===== src/rtl/cpu_mem_arb_pkg.sv =====
// rtl/cpu_mem_arb_pkg.sv - shared encodings for the CPU instruction/data memory arbiter
package cpu_mem_arb_pkg;

  typedef enum logic [1:0] {
    ST_IDLE     = 2'd0,
    ST_REQ      = 2'd1,
    ST_RSP_WAIT = 2'd2,
    ST_RSP_HOLD = 2'd3
  } arb_state_e;

  typedef enum logic {
    OWN_INST = 1'b0,
    OWN_DATA = 1'b1
  } arb_owner_e;

  localparam logic [31:0] CNT_MAX = 32'hFFFF_FFFF;

endpackage


===== src/rtl/cpu_mem_arbiter.sv =====
// rtl/cpu_mem_arbiter.sv - shares one single-ported memory between instruction fetch and load/store
module cpu_mem_arbiter
  import cpu_mem_arb_pkg::*;
#(
  parameter int PRIORITY_DATA = 1,
  parameter int AW            = 32
) (
  input  logic          sys_clk,
  input  logic          sys_reset_n,
  input  logic          inst_req_valid,
  output logic          inst_req_ready,
  input  logic [AW-1:0] inst_addr,
  output logic          inst_valid,
  input  logic          inst_ready,
  output logic [31:0]   inst_rdata,
  input  logic          mem_read,
  input  logic          mem_write,
  input  logic [AW-1:0] mem_addr,
  input  logic [3:0]    mem_wstrb,
  input  logic [31:0]   mem_wdata,
  output logic          mem_req_ack,
  output logic          read_data_valid,
  input  logic          read_data_ready,
  output logic [31:0]   read_data,
  output logic          m_req_valid,
  input  logic          m_req_ready,
  output logic          m_req_wen,
  output logic [AW-1:0] m_req_addr,
  output logic [3:0]    m_req_wstrb,
  output logic [31:0]   m_req_wdata,
  input  logic          m_rsp_valid,
  output logic          m_rsp_ready,
  input  logic [31:0]   m_rsp_data,
  output logic [31:0]   cnt_inst,
  output logic [31:0]   cnt_data,
  output logic          err_rsp
);

  arb_state_e  r_state;
  arb_owner_e  r_owner;
  arb_owner_e  r_rr_last;
  logic [31:0] r_rsp_q;
  logic [31:0] r_cnt_inst;
  logic [31:0] r_cnt_data;
  logic        r_err;
  logic        r_inst_valid;
  logic        r_data_valid;
  logic        r_rsp_ready;

  logic w_data_pend;
  logic w_in_req;
  logic w_own_data;
  logic w_own_valid;
  logic w_is_write;
  logic w_hs;
  logic w_own_rsp_ready;

  // Tie-break: fixed data priority, or alternate away from the last winner.
  function automatic arb_owner_e pick(input logic inst_p, input logic data_p,
                                      input arb_owner_e last);
    arb_owner_e w_pick;
    if (inst_p && data_p) begin
      if (PRIORITY_DATA != 0) w_pick = OWN_DATA;
      else                    w_pick = (last == OWN_DATA) ? OWN_INST : OWN_DATA;
    end else if (data_p) begin
      w_pick = OWN_DATA;
    end else begin
      w_pick = OWN_INST;
    end
    return w_pick;
  endfunction

  assign w_data_pend     = mem_read | mem_write;
  assign w_in_req        = (r_state == ST_REQ);
  assign w_own_data      = (r_owner == OWN_DATA);
  assign w_own_valid     = w_own_data ? w_data_pend : inst_req_valid;
  assign w_is_write      = w_own_data & mem_write;
  assign w_hs            = m_req_valid & m_req_ready;
  assign w_own_rsp_ready = w_own_data ? read_data_ready : inst_ready;

  assign m_req_valid    = w_in_req & w_own_valid;
  assign m_req_wen      = w_in_req & w_is_write;
  assign m_req_addr     = w_own_data ? mem_addr : inst_addr;
  assign m_req_wstrb    = w_is_write ? mem_wstrb : 4'h0;
  assign m_req_wdata    = w_own_data ? mem_wdata : 32'h0;
  assign inst_req_ready = w_in_req & ~w_own_data & m_req_ready;
  assign mem_req_ack    = w_in_req & w_own_data & m_req_ready;

  assign m_rsp_ready     = r_rsp_ready;
  assign inst_valid      = r_inst_valid;
  assign read_data_valid = r_data_valid;
  assign inst_rdata      = r_rsp_q;
  assign read_data       = r_rsp_q;
  assign cnt_inst        = r_cnt_inst;
  assign cnt_data        = r_cnt_data;
  assign err_rsp         = r_err;

  always_ff @(posedge sys_clk) begin
    if (!sys_reset_n) begin
      r_state      <= ST_IDLE;
      r_owner      <= OWN_INST;
      r_rr_last    <= OWN_DATA;
      r_rsp_q      <= 32'h0;
      r_cnt_inst   <= 32'h0;
      r_cnt_data   <= 32'h0;
      r_err        <= 1'b0;
      r_inst_valid <= 1'b0;
      r_data_valid <= 1'b0;
      r_rsp_ready  <= 1'b0;
    end else begin
      if (m_rsp_valid && (r_state != ST_RSP_WAIT)) r_err <= 1'b1;
      case (r_state)
        ST_IDLE: begin
          if (inst_req_valid || w_data_pend) begin
            r_owner <= pick(inst_req_valid, w_data_pend, r_rr_last);
            r_state <= ST_REQ;
          end
        end
        ST_REQ: begin
          // The grant stays with the owner until it handshakes, even if it withdraws.
          if (w_hs) begin
            r_rr_last <= r_owner;
            if (w_own_data) begin
              if (r_cnt_data != CNT_MAX) r_cnt_data <= r_cnt_data + 32'd1;
            end else begin
              if (r_cnt_inst != CNT_MAX) r_cnt_inst <= r_cnt_inst + 32'd1;
            end
            if (w_is_write) begin
              r_state <= ST_IDLE;
            end else begin
              r_state     <= ST_RSP_WAIT;
              r_rsp_ready <= 1'b1;
            end
          end
        end
        ST_RSP_WAIT: begin
          if (m_rsp_valid) begin
            r_rsp_q     <= m_rsp_data;
            r_rsp_ready <= 1'b0;
            r_state     <= ST_RSP_HOLD;
            if (w_own_data) r_data_valid <= 1'b1;
            else            r_inst_valid <= 1'b1;
          end
        end
        ST_RSP_HOLD: begin
          if (w_own_rsp_ready) begin
            r_inst_valid <= 1'b0;
            r_data_valid <= 1'b0;
            r_state      <= ST_IDLE;
          end
        end
        default: r_state <= ST_IDLE;
      endcase
    end
  end

endmodule

===== config.mk =====
export PLATFORM = sky130hd
export DESIGN_NAME = cpu_mem_arbiter
export DESIGN_NICKNAME = d
export VERILOG_FILES = /design/src/rtl/cpu_mem_arb_pkg.sv /design/src/rtl/cpu_mem_arbiter.sv
export SDC_FILE = /design/constraint.sdc
export NUM_CORES = 1
export LEC_CHECK = 0
export ABC_CLOCK_PERIOD_IN_PS = 2900
export CAP_MARGIN = 15
export CORE_AREA = 2 2 135 137
export CTS_BUF_LIST = sky130_fd_sc_hd__clkbuf_8
export CTS_CLUSTER_SIZE = 25
export DETAILED_ROUTE_END_ITERATION = 8
export DIE_AREA = 0 0 137 139
export GPL_TIMING_DRIVEN = 1
export PLACE_DENSITY = 0.74
export SLEW_MARGIN = 15
export SYNTH_ARGS = -nofsm -noshare
export SYNTH_HDL_FRONTEND = slang
export SYNTH_SLANG_ARGS = --single-unit

===== constraint.sdc =====
create_clock -name sys_clk -period 2.9 [get_ports sys_clk]
set_clock_uncertainty 0.15 [all_clocks]
set_input_delay 0.58 -clock sys_clk [delete_from_list [all_inputs] [get_ports sys_clk]]
set_output_delay 0.58 -clock sys_clk [all_outputs]
set_load 0.005 [all_outputs]

==> out/summary.md <==
The flow ran to the end, and the final reports show no timing, DRC or antenna violations. By area the synthesized netlist is led by sky130_fd_sc_hd__dfxtp_1 (36%), sky130_fd_sc_hd__nand2_1 (8.2%), sky130_fd_sc_hd__a21oi_1 (7.1%), sky130_fd_sc_hd__mux2_2 (6.4%), sky130_fd_sc_hd__buf_4 (4.2%). The worst setup path is launched from an input port.

Counting instances in the post-synthesis netlist gives the leading cell types as sky130_fd_sc_hd__nand2_1 (123), sky130_fd_sc_hd__dfxtp_1 (103), sky130_fd_sc_hd__a21oi_1 (80). Summed over all layers, the routed wires come to 22290 µm. The run gives 4 as the number of detailed-routing iterations run before antenna repair. The total of fill cells in the finished design came out at 1663. Hold path depth: 2. The worst hold path belongs to the class reg2reg. The routability congestion estimate is 0.8771, and the violation count after the first detailed-route iteration is 363. After detailed routing, the average wire length per cell comes to 17.67 µm. sky130_fd_sc_hd__dfxtp_1 takes more of the synthesized area than any other cell.

Leading register cell type out of synthesis: sky130_fd_sc_hd__dfxtp_1. For the number of setup violations in the final report, the log shows 0. The register cell area after layout is 2063 µm², and the time the worst path needs with I/O delays and setup is 2842 ps. For the overall routing resource usage, the log shows 23.11%. TritonCTS built the clock tree.

The initial utilization of the core area, before any placement, comes to 32.02%. The internal power was 2.306 mW; the global-route wire length before repair was 34270 µm. The initialized floorplan defines 49 standard-cell rows. The number of enable-type register cells in the synthesized netlist was 0. The net switching power figure is 0.7951 mW. In the final design database the tool counted 1170 nets.

The die covers 19040 µm². The count of endpoints failing hold in the final timing report is 0. Derived from the worst setup path, the maximum achievable clock frequency is 351.8 MHz.

The share of the Yosys chip area taken by registers is 36.47%. The region available for standard cell placement spans 17660 µm². For this run, design rule violations remaining after detail routing come to 0. The floorplan die height was 139 µm. Setup repair after global routing left no endpoint under its margin.

In the final layout, the multi-input gates occupy 3142 µm². In this run, synthesis produced a sequential element count of 103. The tools report the launch instance of the worst register-to-register path as cnt_inst[3]. The logs give 2 for the initial antenna violation count and 0 for the number of violations of the max-capacitance limit. The largest fanout of any net on the critical path is 3, and the post-synthesis cell count is 723. The average size of a mapped cell was 7.820 µm². In this run the cell area of the synthesized design comes to 5654 µm².

The number of slew-limit violations in the final report is 0. Summed over all cells, the static leakage comes to 3.085 nW. Headroom to the max-slew limit came out at 60.09%. The combinational share of power is 21.4%, and the total congestion overflow is 0.

Across the VDD grid, the largest voltage drop is 0.1848 mV. Dividing the detail-routed via count by the number of cells gives 5.132. The most common cell in the synthesized netlist is sky130_fd_sc_hd__nand2_1.

STA puts the critical path data required time at 2170 ps. The start point of the worst hold path is inst_rdata[17]. In the final timing run, aggregate negative setup slack is 0 ps.

The switching portion of total power was 25.64%. The critical path in this run is classified as in2out. The proportion of layout cells with a drive suffix above 1 is 8.043%, and the slew at the pin with the worst max-slew slack is 592.4 ps. The clock transition at the registers of the reported paths was 90 ps; the I/O pin count was 345.

For this run, the number of Yosys warnings is 0. Detailed placement finished with a half-perimeter wire length of 17330 µm. The die extent in x is 137 µm, and the share of the cycle needed by the critical path after routing is 98.01%. Share of the synthesized area in the top cell type: 36.47%.

STA classifies the critical path endpoint as a primary output. The worst hold margin came out at 321.8 ps. When the netlist entered floorplanning its net count stood at 866. For the part of the total power dissipated in the clock network, the log shows 31.8%.

The tree is rooted in a sky130_fd_sc_hd__clkbuf_8. Share of async-settable or async-resettable flops after synthesis: 0%. The netlist uses 48 different library cells. In this run the power density over the cells is 329.4 nW/µm². The logs give 103 for the clock sink count and 6476 for the vias after detailed routing. The sequential cell fraction of total power was 46.8%; the length in cells of the worst reg-to-reg path was 5. For the total power of the final layout, the log shows 3.101 mW. The number of clock buffers added by TritonCTS is 9. At the worst endpoint, the arrival time is 2110 ps. During placement, the flow inserted port buffers numbering 344. The number of H-tree levels was 3; the number of global-route vias before repair was 6090. Synthesis-to-layout area growth: 66.50%. For the hold-fix buffer count after cts, the log shows 0. The tools report the number of routed nets with antenna violations as 0.

Entering global routing, the biggest net connects 53 pins. In this run the worst setup path begins at m_req_ready. For the maximum clock insertion buffer count, the log shows 2. The clock latency of the later-clocked register in the worst-skew pair is 390 ps.
==> path summary, 6_finish.rpt <==
path	endpoint	slack (ps)
max	mem_req_ack	60
min reg2reg	inst_rdata[17]	320
min	inst_rdata[17]	320
max reg2reg	cnt_inst[19]	360
==> per-layer routing <==
layer / share of wire, % / vias up / global-route usage, % / wire length (µm)
li1: - / 3153 / - / -
met1: 40 / 2992 / 28.11 / 9009
met2: 48 / 302 / 39.04 / 10770
met3: 8.9 / 29 / 6.652 / 1981
met4: 2.4 / 0 / 7.216 / 534
met5: 0 / - / 0 / 0
==> flip-flops by register name (all words and copies together), names as in the netlist, named ones only <==
name,cells
m_rsp_ready,1
read_data_valid,1
r_state,1
r_owner,1
inst_valid,1
inst_rdata,32
err_rsp,1
cnt_data,32
cnt_inst,32
==> per-stage QoR <==
stage	cells	util [%]	worst slack [ps]	area (µm²)
floorplan	723	-	484.9	5654
global placement	1244	52.03	31.77	9186
detailed placement	1244	52.03	18.06	9186
CTS	1260	53.23	36.20	9399
global route	1262	53.32	1.702	9414
finish	1262	53.32	57.79	9414
==> logic make-up after synthesis <==
family / synth area share [%]
XOR/XNOR: 0.3099
flip-flops: 36.47
adder cells (fa/ha/maj): 0.4425
AO/OA/AOI/OAI: 14.32
multiplexers: 9.206
buffers and inverters: 8.165
AND/OR/NAND/NOR: 31.09
==> layout by cell type, fill, tap and decap left out, types with 10 or more instances in the layout <==
master and n:
sky130_fd_sc_hd__nand2b_1 13, sky130_fd_sc_hd__nor4_1 15, sky130_fd_sc_hd__a21oi_1 80, sky130_fd_sc_hd__nor2_1 27, sky130_fd_sc_hd__clkbuf_8 10, sky130_fd_sc_hd__or4_1 24, sky130_fd_sc_hd__mux2i_1 16, sky130_fd_sc_hd__o21ai_0 27
sky130_fd_sc_hd__nand3_1 23, sky130_fd_sc_hd__inv_1 14, sky130_fd_sc_hd__mux2_2 32, sky130_fd_sc_hd__or3_1 23, sky130_fd_sc_hd__clkdlybuf4s50_1 343, sky130_fd_sc_hd__and2_1 34, sky130_fd_sc_hd__nand2_1 123, sky130_fd_sc_hd__dfxtp_1 102
sky130_fd_sc_hd__o31ai_1 22, sky130_fd_sc_hd__buf_4 22, sky130_fd_sc_hd__nand4_1 22
==> power groups by stage <==
| stage | registers [mW] | clock network [mW] | logic, mW |
|---|---|---|---|
| global route | 1.46 | 1.08 | 0.715 |
| floorplan | 1.47 | 0 | 0.218 |
| CTS | 1.45 | 1.02 | 0.666 |
| finish | 1.45 | 0.986 | 0.663 |
| global placement | 1.48 | 0 | 0.659 |
| detailed placement | 1.48 | 0 | 0.659 |
==> layout make-up <==
cell class | count | share of cell area (%)
flip-flops and latches | 103 | 21.92
clock buffers | 10 | 1.462
multi-input cells | 530 | 33.37
repair buffers | 368 | 38.78
inverters | 15 | 0.5981
well taps | 229 | 3.044
clock inverters | 6 | 0.7974
diodes | 1 | 0.02658
==> critical path, cell delays in order <==
cell                              delay, ps
sky130_fd_sc_hd__clkdlybuf4s50_1        570
sky130_fd_sc_hd__nand4b_1               260
sky130_fd_sc_hd__inv_1                  190
sky130_fd_sc_hd__clkdlybuf4s50_1        520
==> repair_timing <==
action                     in CTS  in global routing
setup endpoints to repair       0                  2
setup buffers                   0                  1
resized for setup               0                  2
Power figures use the tool's default switching activity.
